### config.mk
export PLATFORM = sky130hd
export DESIGN_NAME = simon_host_master
export DESIGN_NICKNAME = d
export VERILOG_FILES = /design/src/rtl/simon_host_master.sv
export SDC_FILE = /design/constraint.sdc
export NUM_CORES = 1
export LEC_CHECK = 0
export CORE_AREA = 2 2 204 206
export DETAILED_ROUTE_END_ITERATION = 8
export DIE_AREA = 0 0 206 208
export GPL_ROUTABILITY_DRIVEN = 0
export PLACE_DENSITY_LB_ADDON = 0.2
export SKIP_CTS_REPAIR_TIMING = 1
export SLEW_MARGIN = 20
export SYNTH_ARGS = -nofsm -noshare
export SYNTH_HDL_FRONTEND = slang
export SYNTH_SLANG_ARGS = --single-unit
### constraint.sdc
create_clock -name clk -period 4.25 [get_ports clk]
set_input_delay 0.85 -clock clk [delete_from_list [all_inputs] [get_ports clk]]
set_output_delay 0.85 -clock clk [all_outputs]
set_load 0.005 [all_outputs]
### src/rtl/simon_host_master.sv
// Initiator-side sequencer for a SIMON 64/128 core: upstream key/block requests in,
// core newKey/newData/readData handshake out, one-entry result register with watchdog.
module simon_host_master #(
  parameter int N  = 32,
  parameter int M  = 4,
  parameter int TO = 255,
  parameter int Cw = 8
) (
  input  logic                  clk,
  input  logic                  R,
  input  logic [M-1:0][N-1:0]   key_in,
  input  logic                  key_valid,
  output logic                  key_ready,
  input  logic [2*N-1:0]        blk_in,
  input  logic                  blk_dec,
  input  logic                  blk_valid,
  output logic                  blk_ready,
  output logic                  newKey,
  output logic [M-1:0][N-1:0]   key,
  input  logic                  ldKey,
  input  logic                  doneKey,
  output logic                  newData,
  output logic [2*N-1:0]        plain,
  output logic                  enc_dec,
  input  logic                  ldData,
  input  logic                  doneData,
  input  logic [2*N-1:0]        cipher,
  output logic                  readData,
  output logic [2*N-1:0]        res,
  output logic                  res_valid,
  input  logic                  res_ready,
  output logic                  busy,
  output logic                  err
);

  typedef enum logic [2:0] {
    IDLE,
    KEY_REQ,
    KEY_WAIT,
    DATA_REQ,
    DATA_WAIT,
    READ
  } state_t;

  state_t          state;
  logic            key_loaded;
  logic [Cw-1:0]   wd_cnt;
  logic            wd_hit;

  assign wd_hit    = (wd_cnt == Cw'(TO));
  assign key_ready = (state == IDLE);
  // A waiting key always wins over a block, and a held result blocks new work.
  assign blk_ready = (state == IDLE) && key_loaded && !res_valid && !key_valid;
  assign newKey    = (state == KEY_REQ);
  assign newData   = (state == DATA_REQ);
  assign readData  = (state == READ);
  assign busy      = (state != IDLE);

  always_ff @(posedge clk) begin
    if (R) begin
      state      <= IDLE;
      key_loaded <= 1'b0;
      wd_cnt     <= '0;
      err        <= 1'b0;
      key        <= '0;
      plain      <= '0;
      enc_dec    <= 1'b0;
      res        <= '0;
      res_valid  <= 1'b0;
    end else begin
      if (res_valid && res_ready)
        res_valid <= 1'b0;

      case (state)
        IDLE: begin
          if (key_valid) begin
            key    <= key_in;
            wd_cnt <= '0;
            state  <= KEY_REQ;
          end else if (blk_valid && blk_ready) begin
            plain   <= blk_in;
            enc_dec <= blk_dec;
            wd_cnt  <= '0;
            state   <= DATA_REQ;
          end
        end

        KEY_REQ: begin
          if (ldKey) begin
            wd_cnt <= '0;
            state  <= KEY_WAIT;
          end else if (wd_hit) begin
            err        <= 1'b1;
            key_loaded <= 1'b0;
            state      <= IDLE;
          end else begin
            wd_cnt <= wd_cnt + 1'b1;
          end
        end

        KEY_WAIT: begin
          if (doneKey) begin
            key_loaded <= 1'b1;
            state      <= IDLE;
          end else if (wd_hit) begin
            err        <= 1'b1;
            key_loaded <= 1'b0;
            state      <= IDLE;
          end else begin
            wd_cnt <= wd_cnt + 1'b1;
          end
        end

        DATA_REQ: begin
          if (ldData) begin
            wd_cnt <= '0;
            state  <= DATA_WAIT;
          end else if (wd_hit) begin
            err        <= 1'b1;
            key_loaded <= 1'b0;
            state      <= IDLE;
          end else begin
            wd_cnt <= wd_cnt + 1'b1;
          end
        end

        // A timed-out block leaves res untouched so the last good result survives.
        DATA_WAIT: begin
          if (doneData) begin
            res       <= cipher;
            res_valid <= 1'b1;
            state     <= READ;
          end else if (wd_hit) begin
            err        <= 1'b1;
            key_loaded <= 1'b0;
            state      <= IDLE;
          end else begin
            wd_cnt <= wd_cnt + 1'b1;
          end
        end

        READ: state <= IDLE;

        default: state <= IDLE;
      endcase
    end
  end

endmodule

==> impl_metrics.py <==
metrics = {
    "pwr": {
        "swShare_pct": 25.0,
        "power_frac_comb_pct": 16.8,
        "pwr-share-seq_pct": 43.6,
        "vdd_drop_max_mv": 0.284,
        "power_density_nw_per_um2": 385,
        "power.leakage_nw": 6.27,
        "power.internal_mw": 4.75,
        "clkPwrFrac_pct": 39.5,
        "switchingPower_mw": 1.58,
    },
    "logic_synthesis": {
        "synth-async-reset-ratio_pct": 0,
        "ys_seq_elements": 271,
        "synthFlopType": "dfxtp_1",
        "synth_warnings": 0,
        "ys_seq_area_share_pct": 54.8,
        "synth_cell_types": 51,
        "synth-edff-count": 0,
        "syn_inst": 1155,
        "syn_area_per_cell_sq_um": 8.57,
        "syn_nets": 1422,
        "syn_area_sq_um": 9900,
    },
    "timing": {
        "slew_headroom_pct": 41.3,
        "setup_viol": 0,
        "fin_setup_tns_ns": 0,
        "finalCritPeriodShare_pct": 76.5,
        "worst_pin_slew_ns": 0.880,
        "rsz0062_at_grt": "no",
        "finalHoldViolCount": 0,
        "slew_violations": 0,
        "fin_crit_ns": 3.25,
        "finalWorstSetupSlack_ns": 1.00,
        "clock.fmax_ghz": 0.308,
        "skew_ns": 0.00909,
    },
    "clocking": {
        "clk_latency_ns": 0.57,
        "h-tree-depth": 1,
        "path_clk_slew_ns": 0.06,
        "cts_tree": "done",
        "cts_buffer_depth": 3,
        "clockRootBuffer": "clkbuf_16",
        "clock-sinks": 271,
        "numCtsBuffers": 31,
    },
    "floorplanning": {
        "num_rows": 74,
        "initial_core_util_pct": 24.4,
        "fp.coreArea_sq_um": 40600,
        "dieArea_sq_um": 42800,
        "die_h_um": 208,
        "die_width_um": 206,
        "pin_count": 531,
    },
    "place": {
        "place_area_sq_um": 15500,
        "hpwlAfterDp_mm": 26.4,
        "dpl_worst_slack_ns": 1.01,
        "portBuffers": 530,
    },
    "routing": {
        "wirelength_mm": 37.1,
        "via_per_inst": 4.37,
        "num_vias": 9585,
        "drt_iter0_drc": 476,
        "avgRoutedWirePerCell_um": 16.9,
        "drcViolationCount": 0,
        "antenna_left": 0,
        "dr.pass1.iters": 6,
    },
    "layout": {
        "area_growth_pct": 66.1,
        "drive_gt1_share_pct": 3.98,
        "layout_commonest_cell": "clkdlybuf4s50_1",
        "fin_nets": 1910,
        "final_area_sq_um": 16400,
        "layout_common_cells": "529 x clkdlybuf4s50_1, 394 x nand2_1, 271 x dfxtp_1",
    },
    "global_route": {
        "grt_pass1_wl_mm": 54.9,
        "grt_max_degree": 153,
        "overflow": 0,
        "grtUsageTotal_pct": 16.3,
        "antenna_found_initial": 3,
        "grt_pass1_vias": 9273,
    },
    "critical_path": {
        "criticalPathCategory": "reg -> out",
        "cp_slowest_cell": "nor3_1",
        "crit_family": "buffers and inverters",
        "max_stage_delay_ns": 0.60,
        "critPathMaxFanout": 17,
        "path_cells": "nor3_1 -> inv_1 -> clkdlybuf4s50_1",
        "cp.required_ns": 3.40,
        "path_buf_inv": 2,
        "end_kind": "primary output",
        "cp.arrival_ns": 2.40,
        "start_kind": "flop",
    },
    "hold_path": {
        "worstHoldPathType": "reg -> reg",
    },
    "job": {
        "maxCapViolCount": 0,
    },
    "outcome": {
        "status": "completed",
    },
}
-- through the flow --
step           hold WS, ns  instances  power [mW]  util (%)
3_5_place_dp         0.442       2142        3.90      38.2
2_1_floorplan        0.442       1155        3.26         -
5_1_grt              0.464       2191        6.65      40.5
3_3_place_gp         0.435       2142        3.89      38.2
6_report             0.445       2191        6.33      40.5
4_1_cts              0.451       2189        6.46      40.5
-- worst reg2reg max path, stage by stage, from the launching register on --
cell and delay [ns]:
dfxtp_1 0.47, nor3_1 0.60, nand2_4 0.55, buf_4 0.59
nand2_1 0.14, a21oi_1 0.07
-- kinds of logic (layout without fill, tap and decap cells) --
family                     count (synthesis)  in the layout  synth area share [%]
DFF                                      271            271                  54.8
muxes                                     66             66                  6.68
other                                      0              2                     0
AOI/OAI and AO/OA                        232            232                  13.2
and+or+nand+nor                          498            498                  20.1
adders and majority gates                  1              1                 0.126
xor gates and xnor gates                   1              1                0.0885
buffers and inverters                     86            588                  5.01
-- registers in the layout, summed over array words and instances (netlist names) --
| signal | count |
|---|---|
| key | 128 |
| plain | 64 |
| res | 64 |
| wd_cnt | 8 |
| state | 3 |
| enc_dec | 1 |
| err | 1 |
| key_loaded | 1 |
| res_valid | 1 |
-- metal layers --
layer  global-route usage [%]  vias up  routed length [um]  part of all wire (%)
li1                         -     4777                   -                     -
met1                     18.7     4380               14700                    40
met2                     27.5      374               17400                    47
met3                     6.81       52                3990                    11
met4                     4.85        2                 964                   2.6
met5                        0        -                  13                 0.035
-- area by class of cell --
cell class              instances  area [sq um]
diodes                          2          5.00
clock buffers                  45           888
clock inverters                 2          38.8
fillers                      4132         24100
inverters                       3          11.3
multi-input cells             798          3990
flip-flops and latches        271          5430
well taps                     532           666
repair buffers                538          5410
-- Yosys cell counts (all sizes together), types with 2 or more instances --
library cell  number  area [sq um]
o311ai             2          17.5
o211a              2          20.0
nand3              5          25.0
and2               2          12.5
mux2i             66           661
inv                3          11.3
nor2b              5          31.3
nor2              70           263
clkbuf            46           173
a32oi              2          17.5
a21oi            196           981
nand2b             3          18.8
a21boi             2          15.0
a31oi              4          25.0
o21ai              2          10.0
or2                3          18.8
o32ai              2          17.5
nor3               2          15.0
buf               37           312
nand2            395          1480
and4               2          17.5
o21a               3          22.5
o31a               2          17.5
dfxtp            271          5430
o221a              5          56.3
and3b              3          26.3
-- power by group through the flow --
stage	Clock, mW	Combinational, mW	Sequential (mW)
after floorplan	0	0.449	2.82
after global placement	0	1.08	2.81
after detailed placement	0	1.09	2.82
after CTS	2.61	1.09	2.76
after global routing	2.71	1.17	2.78
final	2.50	1.07	2.76
-- path summary, 6_finish.rpt --
check | start | to | slack, ns | depth (start not counted)
worst min register to register | err | err | 0.45 | 2
worst max-delay path | state[2] | busy | 1.00 | 3
worst max register to register | state[2] | key[36] | 1.67 | 5
worst min-delay path | err | err | 0.45 | 2
No activity file was read; power rests on OpenSTA's default activity.
